[src/rtl/ram32x4_arbiter.sv]
// Round-robin two-port front end for the 32x4 registered-input RAM: clears the
// array after reset, then grants one command per clock with a 2-cycle read return.
module ram32x4_arbiter #(
    parameter int                    ADDR_WIDTH  = 5,
    parameter int                    DATA_WIDTH  = 4,
    parameter bit                    INIT_ENABLE = 1'b1,
    parameter logic [DATA_WIDTH-1:0] INIT_VALUE  = {DATA_WIDTH{1'b0}}
) (
    input  logic                  Clock,
    input  logic                  Reset,
    input  logic                  Req0,
    input  logic                  Wr0,
    input  logic [ADDR_WIDTH-1:0] Addr0,
    input  logic [DATA_WIDTH-1:0] WData0,
    output logic                  Gnt0,
    output logic                  RValid0,
    output logic [DATA_WIDTH-1:0] RData0,
    input  logic                  Req1,
    input  logic                  Wr1,
    input  logic [ADDR_WIDTH-1:0] Addr1,
    input  logic [DATA_WIDTH-1:0] WData1,
    output logic                  Gnt1,
    output logic                  RValid1,
    output logic [DATA_WIDTH-1:0] RData1,
    output logic                  Busy,
    output logic [ADDR_WIDTH-1:0] RamAddress,
    output logic [DATA_WIDTH-1:0] RamData,
    output logic                  RamWrite,
    input  logic [DATA_WIDTH-1:0] RamQ
);

    localparam logic [0:0] ST_INIT = 1'b0;
    localparam logic [0:0] ST_RUN  = 1'b1;
    localparam logic [0:0] ST_RST  = INIT_ENABLE ? ST_INIT : ST_RUN;

    logic [0:0]            state_q, state_d;
    logic [ADDR_WIDTH-1:0] cnt_q, cnt_d;
    logic                  ptr_q, ptr_d;
    logic                  busy_q, busy_d;
    logic [ADDR_WIDTH-1:0] ram_addr_q, ram_addr_d;
    logic [DATA_WIDTH-1:0] ram_data_q, ram_data_d;
    logic                  ram_wr_q, ram_wr_d;
    logic                  s1_vld_q, s1_vld_d;
    logic                  s1_own_q, s1_own_d;
    logic                  rvalid0_q, rvalid0_d;
    logic                  rvalid1_q, rvalid1_d;
    logic                  gnt0_s, gnt1_s;

    // Arbitration: a lone requester wins; on contention the pointer decides.
    always_comb begin
        gnt0_s = 1'b0;
        gnt1_s = 1'b0;
        if (state_q == ST_RUN) begin
            gnt0_s = Req0 && (!Req1 || !ptr_q);
            gnt1_s = Req1 && (!Req0 || ptr_q);
        end else begin
            gnt0_s = 1'b0;
            gnt1_s = 1'b0;
        end
    end

    // Next-state logic for the sweep, RAM command registers and read-return pipe.
    always_comb begin
        state_d    = state_q;
        cnt_d      = cnt_q;
        ptr_d      = ptr_q;
        busy_d     = busy_q;
        ram_addr_d = ram_addr_q;
        ram_data_d = ram_data_q;
        ram_wr_d   = 1'b0;
        s1_vld_d   = 1'b0;
        s1_own_d   = s1_own_q;
        rvalid0_d  = s1_vld_q && !s1_own_q;
        rvalid1_d  = s1_vld_q && s1_own_q;
        case (state_q)
            ST_INIT: begin
                ram_wr_d   = 1'b1;
                ram_addr_d = cnt_q;
                ram_data_d = INIT_VALUE;
                cnt_d      = cnt_q + ADDR_WIDTH'(1);
                if (cnt_q == {ADDR_WIDTH{1'b1}}) begin
                    state_d = ST_RUN;
                    busy_d  = 1'b0;
                end else begin
                    state_d = ST_INIT;
                    busy_d  = 1'b1;
                end
            end
            ST_RUN: begin
                // Reads keep the last write data on the RAM data bus.
                if (gnt0_s) begin
                    ram_addr_d = Addr0;
                    ram_wr_d   = Wr0;
                    ram_data_d = Wr0 ? WData0 : ram_data_q;
                    s1_vld_d   = !Wr0;
                    s1_own_d   = 1'b0;
                    ptr_d      = 1'b1;
                end else if (gnt1_s) begin
                    ram_addr_d = Addr1;
                    ram_wr_d   = Wr1;
                    ram_data_d = Wr1 ? WData1 : ram_data_q;
                    s1_vld_d   = !Wr1;
                    s1_own_d   = 1'b1;
                    ptr_d      = 1'b0;
                end else begin
                    ram_wr_d   = 1'b0;
                end
            end
            default: begin
                state_d = ST_RST;
                busy_d  = INIT_ENABLE;
                cnt_d   = {ADDR_WIDTH{1'b0}};
            end
        endcase
    end

    // State and output registers; reset also flushes in-flight reads.
    always_ff @(posedge Clock or posedge Reset) begin
        if (Reset) begin
            state_q    <= ST_RST;
            cnt_q      <= {ADDR_WIDTH{1'b0}};
            ptr_q      <= 1'b0;
            busy_q     <= INIT_ENABLE;
            ram_addr_q <= {ADDR_WIDTH{1'b0}};
            ram_data_q <= {DATA_WIDTH{1'b0}};
            ram_wr_q   <= 1'b0;
            s1_vld_q   <= 1'b0;
            s1_own_q   <= 1'b0;
            rvalid0_q  <= 1'b0;
            rvalid1_q  <= 1'b0;
        end else begin
            state_q    <= state_d;
            cnt_q      <= cnt_d;
            ptr_q      <= ptr_d;
            busy_q     <= busy_d;
            ram_addr_q <= ram_addr_d;
            ram_data_q <= ram_data_d;
            ram_wr_q   <= ram_wr_d;
            s1_vld_q   <= s1_vld_d;
            s1_own_q   <= s1_own_d;
            rvalid0_q  <= rvalid0_d;
            rvalid1_q  <= rvalid1_d;
        end
    end

    assign Gnt0       = gnt0_s;
    assign Gnt1       = gnt1_s;
    assign Busy       = busy_q;
    assign RamAddress = ram_addr_q;
    assign RamData    = ram_data_q;
    assign RamWrite   = ram_wr_q;
    assign RValid0    = rvalid0_q;
    assign RValid1    = rvalid1_q;
    assign RData0     = rvalid0_q ? RamQ : {DATA_WIDTH{1'b0}};
    assign RData1     = rvalid1_q ? RamQ : {DATA_WIDTH{1'b0}};

endmodule

[config.mk]
export PLATFORM = sky130hd
export DESIGN_NAME = ram32x4_arbiter
export DESIGN_NICKNAME = d
export VERILOG_FILES = /design/src/rtl/ram32x4_arbiter.sv
export SDC_FILE = /design/constraint.sdc
export NUM_CORES = 1
export LEC_CHECK = 0
export CAP_MARGIN = 15
export CORE_MARGIN = 3
export CORE_UTILIZATION = 40
export CTS_CLUSTER_DIAMETER = 50
export DETAILED_ROUTE_END_ITERATION = 12
export GPL_TIMING_DRIVEN = 0
export HOLD_SLACK_MARGIN = 0.02
export PLACE_DENSITY = 0.79
export SYNTH_ARGS = -nofsm -noshare
export SYNTH_HDL_FRONTEND = slang
export SYNTH_SLANG_ARGS = --single-unit
export TNS_END_PERCENT = 50
[constraint.sdc]
create_clock -name Clock -period 1.9 [get_ports Clock]
set_input_delay 0.19 -clock Clock [delete_from_list [all_inputs] [get_ports Clock]]
set_output_delay 0.19 -clock Clock [all_outputs]
set_load 0.02 [all_outputs]
==> metrics.csv <==
stage,metric,value,unit
timing,Least-Margin Pin Slew,0.808,ns
detailed_routing,metal1 wirelength,1060,um
clock_network,maximum clock insertion buffer count,2,
setup_path,Crit. End Element,primary output,
placement,global placer's final weighted congestion,0.763,
global_route,largest net degree at the start of global routing,23,
timing,Tcrit/Tclk final,0.916,
detailed_routing,via count,903,
placement,number of port buffers,49,
layout,ANT cells,0,
placement,Placed Area,0.00161,mm^2
logic_synthesis,Syn Std Cell Area,0.00108,mm^2
power,P per Cell Area,695,mW/mm^2
run_status,status,finished clean,
layout,share of cells above drive strength 1,0.122,
detailed_routing,drt total wl,2580,um
layout,"Core Util, Final",0.649,
detailed_routing,wire per inst,14.5,um
detailed_routing,DRT iter0 DRCs,23,
timing,final hold viol count,0,
setup_path,CP Max Fanout,12,
floorplan,IO Count,51,
logic_synthesis,Mean Syn Cell Area,11.2,um^2
layout,Final #Nets,179,
clock_network,Clock Sinks,22,
logic_synthesis,"Net Count, Synth",126,
placement,DP Worst Slack,-0.0730,ns
timing,RSZ-0062 raised after global routing,no,
clock_network,root buf cell,clkbuf_4,
clock_network,Max H-tree Level,1,
min_path,worst min-delay path category,input pin to register,
timing,FMAX,0.575,GHz
min_path,hold path depth,2,
timing,setup tns final,0,ns
timing,Final Max Tran Viols,0,
floorplan,core region area,0.00252,mm^2
floorplan,full die area,0.00335,mm^2
detailed_routing,DR top layer,met4,
logic_synthesis,"FF+latch count, synth",22,
timing,Layout Skew,0.00233,ns
setup_path,Crit path arrival time,1.55,ns
logic_synthesis,Synth Warn #,0,
power,Leakage,0.704,nW
clock_network,Num CTS Buffers,3,
logic_synthesis,cell count after synthesis,96,
timing,"Min Clock Period, post-route",1.74,ns
run,Max Cap Viol,0,
setup_path,number of cells on the worst reg-to-reg path,4,
detailed_routing,"antenna viol nets, final",0,
timing,Finish-stage setup viols,0,
global_route,initial antenna violation count,0,
power,VDD IR max,639,uV
clock_network,postcts setup bufs,0,
placement,DP Wirelength,2050,um
setup_path,Setup crit start kind,register,
layout,Area Overhead vs Synth,51.9,%
floorplan,chip height,57.9,um
timing,final setup margin,0.160,ns
layout,post-route cell area,0.00164,mm^2
global_route,vias in the first global route,878,
setup_path,crit path kind,register to primary output,
global_route,Overflow after GRT,0,
clock_network,"Clk Latency, worst-skew pair",0.31,ns
global_route,total track usage,0.169,
clock_network,Clock transition at path regs,0.12,ns
setup_path,CP required,1.71,ns
logic_synthesis,synth unique cells,30,
clock_network,Hold Buf Count CTS,0,
floorplan,Initial Utilization,0.427,
detailed_routing,met2 wire length,1320,um
global_route,global-route wire length before repair,4260,um
logic_synthesis,register area share after synthesis,0.512,
floorplan,row cnt,18,
detailed_routing,Pre-antenna DRT Iters,4,
detailed_routing,DRC,0,
clock_network,CTS tree,yes,
floorplan,die width,57.9,um
timing,Max-slew headroom,0.461,
detailed_routing,met3 WL,169,um
detailed_routing,Via density,5.07,
path summary, 6_finish.rpt:
kind | start | endpoint | slack, ns
worst max-delay path | state_q$_DFF_PP0_ | Gnt1 | 0.16
worst min-delay path | Req1 | ptr_q$_DFFE_PP0P_ | 0.14
worst max register to register | cnt_q[0]$_DFFE_PP0N_ | cnt_q[4]$_DFFE_PP0N_ | 0.42
worst min register to register | s1_own_q$_DFFE_PP0P_ | RValid0$_DFF_PP0_ | 0.45
max in group asynchronous | Reset | ptr_q$_DFFE_PP0P_ | 1.03
min in group asynchronous | Reset | RamAddress[0]$_DFFE_PP0P_ | 0.32
routing by layer:
metal,vias up,GRT usage
li1,446,-
met1,426,0.227
met2,27,0.273
met3,4,0.0356
met4,0,0.0596
met5,-,0
cells in the mapped netlist:
library cell  instances  area share
a21boi_4              1       0.017
a21oi_1               2      0.0093
a31oi_1               1      0.0058
a32o_2                1       0.010
and2_1               10       0.058
and3_1                1      0.0058
buf_4                 1      0.0070
buf_6                 1       0.010
clkbuf_1              2      0.0070
dfrtp_1              21        0.49
dfstp_2               1       0.024
ha_1                  2       0.023
inv_1                 4       0.014
mux2_2                4       0.042
mux2i_1               4       0.037
nand2_1               3       0.010
nand2_2               1      0.0058
nand2b_1              1      0.0058
nand3b_1              1      0.0070
nand4_1               1      0.0058
nor2_1                7       0.024
nor2_2                1      0.0058
nor2b_1               2       0.012
o211ai_1              1      0.0070
o21ai_0               3       0.014
o221ai_1              3       0.024
o22ai_1               3       0.017
o2bb2ai_1             8       0.065
or2_2                 2       0.012
xnor2_1               3       0.024
cell families (layout without fill, tap and decap cells):
kind of cell / Yosys count / after routing / synth area share
compound gates: 23 / 23 / 0.171
xor+xnor: 3 / 3 / 0.0244
fa+ha+maj: 2 / 2 / 0.0232
buf+inv: 8 / 60 / 0.0383
flops: 22 / 22 / 0.512
mux: 8 / 8 / 0.0790
simple gates: 30 / 30 / 0.152
through the flow:
stage	cells	hold WS, ns	total power, mW
floorplan	96	0.178	0.711
global placement	175	0.421	0.887
detailed placement	175	0.432	0.895
CTS	178	0.130	1.15
global route	178	0.143	1.19
finish	178	0.140	1.14
repair_timing:
item | CTS | global route
endpoints found under the hold margin | 0 | 0
resized for setup | 3 | 0
setup endpoints to repair | 2 | 0
final cells by class:
type	count	area [um^2]
Sequential cell	22	553
Multi-Input combinational cell	66	484
Buffer	3	22.5
Tap cell	30	37.5
Fill cell	222	886
Inverter	4	15.0
Clock buffer	4	36.3
Timing Repair Buffer	49	488
cell usage in the layout (no fill, tap or decap), types with 3 or more instances in the layout:
cell type        count
clkbuf_4             3
nor2_1               7
inv_1                4
o21ai_0              3
o22ai_1              3
dfrtp_1             20
o221ai_1             3
xnor2_1              3
and2_1              10
mux2_2               4
o2bb2ai_1            8
mux2i_1              4
clkdlybuf4s50_1     47
nand2_1              3
power by group:
group	switching, mW	total (mW)	internal [mW]	leakage [nW]
Clock	0.141	0.258	0.117	0.0210
Sequential	0.0292	0.543	0.514	0.267
Combinational	0.154	0.336	0.183	0.416
critical path, cell delays in order (launching register included):
cell and delay (ns):
dfrtp_1 0.39, buf_6 0.14, inv_1 0.29, nor2_1 0.08, dlygate4sd2_1 0.33
sequential cells by signal, indices dropped and copies added, names as in the netlist:
name / count
RValid0: 1
ptr_q: 1
RamWrite: 1
cnt_q: 5
s1_vld_q: 1
RamAddress: 5
s1_own_q: 1
Busy: 1
RValid1: 1
RamData: 4
state_q: 1
Note: power is estimated with default switching activity, not from simulation.
